**src/rtl/mem_port_arbiter_if.sv**
```systemverilog
// Bundles the fetch port, data port and memory-side signals of the memory port arbiter.
// The slave modport is the arbiter's view; the master modport is the CPU/memory environment.
interface mem_port_arbiter_if;
  logic        if_req;
  logic [31:0] if_addr;
  logic        if_gnt;
  logic        if_rvalid;
  logic [31:0] if_rdata;
  logic        if_err;

  logic        d_req;
  logic        d_we;
  logic [31:0] d_addr;
  logic [31:0] d_wdata;
  logic        d_gnt;
  logic        d_rvalid;
  logic [31:0] d_rdata;
  logic        d_err;

  logic [31:0] mem_addr;
  logic        mem_we;
  logic [31:0] mem_wdata;
  logic [31:0] mem_rdata;

  modport slave (
    input  if_req, if_addr, d_req, d_we, d_addr, d_wdata, mem_rdata,
    output if_gnt, if_rvalid, if_rdata, if_err,
    output d_gnt, d_rvalid, d_rdata, d_err,
    output mem_addr, mem_we, mem_wdata
  );

  modport master (
    output if_req, if_addr, d_req, d_we, d_addr, d_wdata, mem_rdata,
    input  if_gnt, if_rvalid, if_rdata, if_err,
    input  d_gnt, d_rvalid, d_rdata, d_err,
    input  mem_addr, mem_we, mem_wdata
  );
endinterface

```
**src/rtl/mem_port_arbiter.sv**
```systemverilog
// Shares a single-ported word memory between instruction fetch and data ports.
// Data wins contention unless fetch has been denied STARVE_LIMIT cycles in a row.
module mem_port_arbiter #(
  parameter int DEPTH        = 32,
  parameter int STARVE_LIMIT = 4
) (
  input  logic              clk,
  input  logic              n_rst,
  mem_port_arbiter_if.slave bus
);
  localparam int            CW         = $clog2(STARVE_LIMIT + 1);
  localparam logic [CW-1:0] STARVE_MAX = CW'(STARVE_LIMIT);
  localparam logic [29:0]   DEPTH_W    = 30'(DEPTH);

  typedef enum logic [1:0] {OWN_NONE, OWN_FETCH, OWN_LOAD, OWN_STORE} owner_e;

  owner_e        owner_q, owner_d;
  logic          err_q, err_d;
  logic [CW-1:0] starve_q, starve_d;

  logic          ifGnt, dGnt, ifOor, dOor, starved;
  logic [31:0]   memAddr, memWdata;
  logic          memWe;

  assign ifOor   = (bus.if_addr[31:2] >= DEPTH_W);
  assign dOor    = (bus.d_addr[31:2] >= DEPTH_W);
  assign starved = (starve_q == STARVE_MAX);
  assign ifGnt   = bus.if_req & (~bus.d_req | starved);
  assign dGnt    = bus.d_req & ~ifGnt;

  always_ff @(posedge clk or negedge n_rst) begin
    if (!n_rst) begin
      owner_q  <= OWN_NONE;
      err_q    <= 1'b0;
      starve_q <= '0;
    end else begin
      owner_q  <= owner_d;
      err_q    <= err_d;
      starve_q <= starve_d;
    end
  end

  always_comb begin
    owner_d  = OWN_NONE;
    err_d    = 1'b0;
    starve_d = starve_q;
    memAddr  = '0;
    memWe    = 1'b0;
    memWdata = '0;

    if (!bus.if_req || ifGnt) begin
      starve_d = '0;
    end else if (!starved) begin
      starve_d = starve_q + CW'(1);
    end

    if (ifGnt) begin
      owner_d = OWN_FETCH;
      err_d   = ifOor;
      memAddr = bus.if_addr;
    end else if (dGnt) begin
      owner_d = bus.d_we ? OWN_STORE : OWN_LOAD;
      err_d   = dOor;
      memAddr = bus.d_addr;
      // Out-of-range stores still present the address but never strobe the write.
      if (bus.d_we && !dOor) begin
        memWe    = 1'b1;
        memWdata = bus.d_wdata;
      end
    end
  end

  assign bus.if_gnt    = ifGnt;
  assign bus.d_gnt     = dGnt;
  assign bus.mem_addr  = memAddr;
  assign bus.mem_we    = memWe;
  assign bus.mem_wdata = memWdata;

  assign bus.if_rvalid = (owner_q == OWN_FETCH);
  assign bus.if_err    = (owner_q == OWN_FETCH) && err_q;
  assign bus.if_rdata  = ((owner_q == OWN_FETCH) && !err_q) ? bus.mem_rdata : '0;

  assign bus.d_rvalid  = (owner_q == OWN_LOAD);
  assign bus.d_err     = ((owner_q == OWN_LOAD) || (owner_q == OWN_STORE)) && err_q;
  assign bus.d_rdata   = ((owner_q == OWN_LOAD) && !err_q) ? bus.mem_rdata : '0;
endmodule

```
**src/flat_wrapper.sv**
```systemverilog
// flat-port wrapper written by rule: the top's interface ports become plain ports
module mem_port_arbiter_flat 
#(
  parameter int DEPTH        = 32,
  parameter int STARVE_LIMIT = 4
)
  (clk, n_rst, bus_if_req, bus_if_addr, bus_d_req, bus_d_we, bus_d_addr, bus_d_wdata, bus_mem_rdata, bus_if_gnt, bus_if_rvalid, bus_if_rdata, bus_if_err, bus_d_gnt, bus_d_rvalid, bus_d_rdata, bus_d_err, bus_mem_addr, bus_mem_we, bus_mem_wdata);
  mem_port_arbiter_if bus_i ();
  input  logic clk;
  input  logic n_rst;
  input wire logic [$bits(bus_i.if_req)-1:0] bus_if_req;
  input wire logic [$bits(bus_i.if_addr)-1:0] bus_if_addr;
  input wire logic [$bits(bus_i.d_req)-1:0] bus_d_req;
  input wire logic [$bits(bus_i.d_we)-1:0] bus_d_we;
  input wire logic [$bits(bus_i.d_addr)-1:0] bus_d_addr;
  input wire logic [$bits(bus_i.d_wdata)-1:0] bus_d_wdata;
  input wire logic [$bits(bus_i.mem_rdata)-1:0] bus_mem_rdata;
  output wire logic [$bits(bus_i.if_gnt)-1:0] bus_if_gnt;
  output wire logic [$bits(bus_i.if_rvalid)-1:0] bus_if_rvalid;
  output wire logic [$bits(bus_i.if_rdata)-1:0] bus_if_rdata;
  output wire logic [$bits(bus_i.if_err)-1:0] bus_if_err;
  output wire logic [$bits(bus_i.d_gnt)-1:0] bus_d_gnt;
  output wire logic [$bits(bus_i.d_rvalid)-1:0] bus_d_rvalid;
  output wire logic [$bits(bus_i.d_rdata)-1:0] bus_d_rdata;
  output wire logic [$bits(bus_i.d_err)-1:0] bus_d_err;
  output wire logic [$bits(bus_i.mem_addr)-1:0] bus_mem_addr;
  output wire logic [$bits(bus_i.mem_we)-1:0] bus_mem_we;
  output wire logic [$bits(bus_i.mem_wdata)-1:0] bus_mem_wdata;
  assign bus_i.if_req = bus_if_req;
  assign bus_i.if_addr = bus_if_addr;
  assign bus_i.d_req = bus_d_req;
  assign bus_i.d_we = bus_d_we;
  assign bus_i.d_addr = bus_d_addr;
  assign bus_i.d_wdata = bus_d_wdata;
  assign bus_i.mem_rdata = bus_mem_rdata;
  assign bus_if_gnt = bus_i.if_gnt;
  assign bus_if_rvalid = bus_i.if_rvalid;
  assign bus_if_rdata = bus_i.if_rdata;
  assign bus_if_err = bus_i.if_err;
  assign bus_d_gnt = bus_i.d_gnt;
  assign bus_d_rvalid = bus_i.d_rvalid;
  assign bus_d_rdata = bus_i.d_rdata;
  assign bus_d_err = bus_i.d_err;
  assign bus_mem_addr = bus_i.mem_addr;
  assign bus_mem_we = bus_i.mem_we;
  assign bus_mem_wdata = bus_i.mem_wdata;
  mem_port_arbiter #(.DEPTH(DEPTH), .STARVE_LIMIT(STARVE_LIMIT)) u_core (.clk(clk), .n_rst(n_rst), .bus(bus_i));
endmodule
```
**config.mk**
```make
export PLATFORM = sky130hd
export DESIGN_NAME = mem_port_arbiter_flat
export DESIGN_NICKNAME = d
export VERILOG_FILES = /design/src/rtl/mem_port_arbiter_if.sv /design/src/rtl/mem_port_arbiter.sv /design/src/flat_wrapper.sv
export SDC_FILE = /design/constraint.sdc
export NUM_CORES = 1
export LEC_CHECK = 0
export CAP_MARGIN = 15
export CORE_AREA = 2 2 104 106
export CTS_CLUSTER_SIZE = 24
export DETAILED_ROUTE_END_ITERATION = 12
export DIE_AREA = 0 0 106 108
export PLACE_DENSITY = 0.6
export SYNTH_ARGS = -nofsm -noshare
export SYNTH_HDL_FRONTEND = slang
export SYNTH_SLANG_ARGS = --single-unit
```
**constraint.sdc**
```tcl
create_clock -name clk -period 1.8 [get_ports clk]
set_clock_uncertainty 0.1 [all_clocks]
set_input_delay 0.36 -clock clk [delete_from_list [all_inputs] [get_ports clk]]
set_output_delay 0.36 -clock clk [all_outputs]
set_load 0.05 [all_outputs]
```
# ---- Yosys cells after proc, flatten, opt, wreduce, memory -nomap -nowiden
# Cells that the tools add are included.
# Widths: inputs -> output; s select.
dict set report totals {
  wordCells 43
  regBits 6
  input_bits 133
  out_inout_bits 135
}
dict set report classes {
  n_addsub 1
  reduce_logical 10
  muxes 17
  bitwise_logic 5
  n_lt_le_gt_ge 2
  eq_ne 5
}
# operator count
set op_table {}
lappend op_table {{$mux 32} 7}
lappend op_table {{$ge 30x6->1 const B} 2}
lappend op_table {{$mux 1} 6}
lappend op_table {{$mux 3} 2}
lappend op_table {{$logic_and 1x1->1} 5}
lappend op_table {{$eq 2x2->1 const B} 2}
lappend op_table {{$mux 2} 2}
lappend op_table {{$add 3x1->3 const B} 1}
lappend op_table {{$eq 3x3->1 const B} 1}
lappend op_table {{$logic_not 1->1} 3}
lappend op_table {{$and 1x1->1} 2}
lappend op_table {{$eq 2x1->1 const B} 1}
lappend op_table {{$logic_or 1x1->1} 2}
lappend op_table {{$ne 2x2->1 const B} 1}
lappend op_table {{$not 1->1} 2}
lappend op_table {{$or 1x1->1} 1}

# ---- Logic depth before layout (Yosys ltp)
dict set report depth {
  depth_word 7
  mapped_depth 8
  mapped_depth_nobuf 6
}

# ---- Least setup slack after synthesis
# OpenSTA, ideal clock, no wires.
dict set report synth_path {
  kind {register to output}
  startpoint {register u_core.starve_q[0]}
  endpoint {output bus_mem_addr[22]}
  n_path_buf 1
  path_stages_with_launch 8
  required_ns 1.340
  path_slack_ns -0.842
  t_arrival_ns 2.182
  path_cell_list {dfrtp_1 > inv_1 > ha_1 > nand2_1 > a21oi_2 > clkbuf_1 > nand2_1 > o21ai_0}
}
dict set report synth_via {
  elab_chain_len 7
}
# item line_no
set synth_lines {}
lappend synth_lines {{start: declaration} mem_port_arbiter.sv:19} ;# logic [CW-1:0] starve_q, starve_d;
lappend synth_lines {{start signal: assignment} mem_port_arbiter.sv:39} ;# starve_q <= starve_d;
lappend synth_lines {{$eq 3x3->1 (*)} mem_port_arbiter.sv:27} ;# assign starved = (starve_q == STARVE_MAX);
lappend synth_lines {{$or 1x1->1 (*)} mem_port_arbiter.sv:28} ;# assign ifGnt = bus.if_req & (~bus.d_req | starved);
lappend synth_lines {{$and 1x1->1 (*)} mem_port_arbiter.sv:28}
lappend synth_lines {{named net bus_if_gnt} flat_wrapper.sv:18} ;# output wire logic [$bits(bus_i.if_gnt)-1:0] bus_if_gnt;
lappend synth_lines {{$not 1->1} mem_port_arbiter.sv:29} ;# assign dGnt = bus.d_req & ~ifGnt;
lappend synth_lines {{$and 1x1->1} mem_port_arbiter.sv:29}
lappend synth_lines {{$mux 32} mem_port_arbiter.sv:61} ;# end else if (dGnt) begin
lappend synth_lines {{$mux 32 (*)} mem_port_arbiter.sv:57} ;# if (ifGnt) begin
lappend synth_lines {{end: declaration} flat_wrapper.sv:26} ;# output wire logic [$bits(bus_i.mem_addr)-1:0] bus_mem_addr;
# The timed path passes the listed nets; every way through them passes the cells marked *.

# ---- Final worst setup path
dict set report layout_path {
  startpoint {register u_core.starve_q[1]}
  endpoint {output bus_mem_addr[24]}
}
dict set report layout_via {
  elab_chain_len 7
}
# item line_no
set layout_lines {}
lappend layout_lines {{$eq 3x3->1 (*)} mem_port_arbiter.sv:27}
lappend layout_lines {{$or 1x1->1 (*)} mem_port_arbiter.sv:28}
lappend layout_lines {{$and 1x1->1 (*)} mem_port_arbiter.sv:28}
lappend layout_lines {{$not 1->1} mem_port_arbiter.sv:29}
lappend layout_lines {{$and 1x1->1} mem_port_arbiter.sv:29}
lappend layout_lines {{$mux 32} mem_port_arbiter.sv:61}
lappend layout_lines {{$mux 32 (*)} mem_port_arbiter.sv:57}
# Mark *: on every way between the ends. The rest lies on a longest branch, timed or not.

==> impl_metrics.py <==
metrics = {
    "placed_design": {
        "port-buffer-count": 267,
        "dpl.hpwl_mm": 9.55,
        "place_congestion": 0.832,
        "dpl.cell_count": 670,
        "place_ws_ps": -921,
        "place_area_um2": 6540,
    },
    "synthesis": {
        "yosysMostFrequentCell": "and2_1",
        "synth_top_area_share": 0.401,
        "yosysUniqueCellTypes": 23,
        "synthesis.area_um2": 1530,
        "async_flop_share": 1.00,
        "synth-edff-count": 0,
        "seq_area_frac_synth": 0.0982,
        "yosys_warnings": 0,
        "synth_area_leaders": "and2_1, nand2_1, o21ai_0",
        "netlist_top_cells_count": "and2_1, nand2_1, o21ai_0, clkbuf_1, nor4_1",
        "syn_nets": 397,
        "syn_inst": 262,
        "synth.avg_cell_area_um2": 5.84,
        "synth_top_area_cell": "and2_1",
        "ys_seq_elements": 6,
        "synth_flop_cell": "dfrtp_1",
    },
    "setup_path": {
        "worstSetupStartpointType": "register",
        "regToRegSetupSlack_ps": -130,
        "crit_end": "bus_mem_addr[24]",
        "startpoint": "u_core.starve_q[1]$_DFFE_PN0P_",
        "critical_path.endpoint_type": "output pin",
        "cp.arrival_ps": 1860,
        "rr_endpoint": "u_core.err_q$_DFF_PN0_",
        "reg2reg_from": "u_core.starve_q[1]$_DFFE_PN0P_",
        "cp.required_ps": 1340,
        "path_max_fanout": 8,
        "critPathKind": "register to output pin",
        "r2r_cells": 12,
    },
    "global_route": {
        "grt_pass1_wl_mm": 19.3,
        "overflow": 0,
        "antenna_found_initial": 0,
        "track_usage": 0.216,
        "grt_max_degree": 21,
        "grt_pass1_vias": 3432,
    },
    "floorplan": {
        "dieArea_um2": 11400,
        "core_area_um2": 10200,
        "rows": 37,
        "io_pins": 268,
        "die_h_um": 108,
        "initial_core_util": 0.149,
        "die_w_um": 106,
    },
    "sta": {
        "rsz0062_at_grt": "true",
        "setup_violations": 133,
        "fmax_mhz": 431,
        "maxSlewHeadroom": 0.692,
        "finalCritPeriodShare": 1.29,
        "final_hold_viol_count": 0,
        "tightest_slew_ps": 458,
        "layout_setup_ws_ps": -518,
        "drv_slew": 0,
        "min_period_ps": 2320,
    },
    "cts": {
        "cts_tree": "done",
        "clockBufferDepth": 2,
        "cts.clk_slew.worst_paths_ps": 30,
        "h-tree-depth": 1,
        "cts_num_sinks": 6,
        "cts_buffers": 3,
        "clkLatencyLatePin_ps": 220,
        "root_buffer": "clkbuf_8",
    },
    "finish": {
        "post-route-util": 0.733,
        "finalNetCount": 720,
        "seq_area_um2": 150,
        "area_delta_synth_final_pct": 391,
        "nFillCells": 708,
        "final_cell_area_um2": 7500,
        "multi_input_area_um2": 2180,
        "final_cells": 719,
        "antenna_cells": 0,
        "drive_above_1_share": 0.686,
    },
    "drt": {
        "ant_nets": 0,
        "drt-initial-drc-count": 82,
        "drc": 0,
        "dr_total_vias": 3158,
        "viasPerCell": 4.39,
        "first_pass_iters": 4,
        "route.detailed.wl_per_inst_um": 18.2,
        "routed_wirelength_mm": 13.1,
    },
    "power": {
        "power.total_w": 0.00221,
        "power_leakage_nw": 3.26,
        "vdd_drop_max_uv": 168,
        "powerDensity_nw_per_um2": 294,
    },
    "outcome": {
        "status": "finished with violations",
        "violations": "setup timing",
    },
    "hold_path": {
        "hp-class": "input port to async pin",
    },
    "run": {
        "maxCapViolations": 0,
    },
}
## registers in the layout, summed over array words and instances, names as in the netlist
signal           flops
u_core.starve_q      3
u_core.err_q         1
u_core.owner_q       2
## final cells by class
class,instances,share of cell area
clock buffer,3,0.00550
inverter,3,0.00150
multi-input combinational,233,0.291
sequential,6,0.0200
tap,136,0.0227
timing repair buffer,338,0.659
## repair_timing
| item | in CTS | in global routing |
|---|---|---|
| pin swaps | 30 | 37 |
| hold buffers | 0 | 0 |
| setup buffers | 27 | 13 |
| gates resized for setup | 101 | 73 |
| cloned | 16 | 3 |
| setup endpoints to repair | 132 | 134 |
## worst min path at each step
stage | cells past startpoint | start | to
CTS | 1 | n_rst | u_core.starve_q[2]$_DFFE_PN0P_
global route | 1 | n_rst | u_core.owner_q[0]$_DFF_PN0_
finish | 1 | n_rst | u_core.starve_q[2]$_DFFE_PN0P_
detailed placement | 2 | u_core.starve_q[0]$_DFFE_PN0P_ | u_core.starve_q[0]$_DFFE_PN0P_
floorplan | 0 | n_rst | u_core.err_q$_DFF_PN0_
global placement | 2 | u_core.starve_q[0]$_DFFE_PN0P_ | u_core.starve_q[0]$_DFFE_PN0P_
## metal layers
| layer | global-route usage | vias up | share of wire |
|---|---|---|---|
| met5 | 0 | - | 0 |
| met4 | 0.0451 | 0 | 0.012 |
| met3 | 0.0506 | 13 | 0.069 |
| met2 | 0.435 | 157 | 0.57 |
| met1 | 0.227 | 1487 | 0.35 |
| li1 | - | 1501 | - |
## critical path, cell delays in order (launching register included)
cell,delay [ps]
dfrtp_1,380
inv_2,80
ha_4,150
nand2_4,60
buf_6,120
a21oi_4,160
buf_6,170
buf_8,130
buf_16,160
o21ai_4,70
buf_12,150
## through the flow
stage,setup TNS [ps],hold slack [ps]
6_report,-44370,283
5_1_grt,-53030,311
4_1_cts,-49060,292
3_5_place_dp,-45380,436
3_3_place_gp,-45020,409
2_1_floorplan,-9930,-35.6
## placed cells by master (no fill, tap or decap), types with 7 or more instances in the layout
cell             count
and2_4              96
buf_12             142
buf_16              11
buf_4               29
buf_6               15
buf_8                7
clkbuf_2            14
clkdlybuf4s50_1    105
nand2_1             37
nand2_2              7
nand2_4             22
o21ai_4             32
## where the power goes
group	internal, W	switching (W)
clock	0.000143	0.0000530
sequential	0.000143	0.00000843
combinational	0.000990	0.000870
total	0.00128	0.000932
## cells by family (layout without fill, tap and decap cells)
logic type	count (synthesis)	count (layout)	synth area share
simple gates	193	193	0.681
compound gates	37	37	0.125
buf+inv	23	344	0.0728
flops	6	6	0.0982
fa+ha+maj	2	2	0.0164
mux	1	1	0.00655
(Power assumes the default switching activity.)
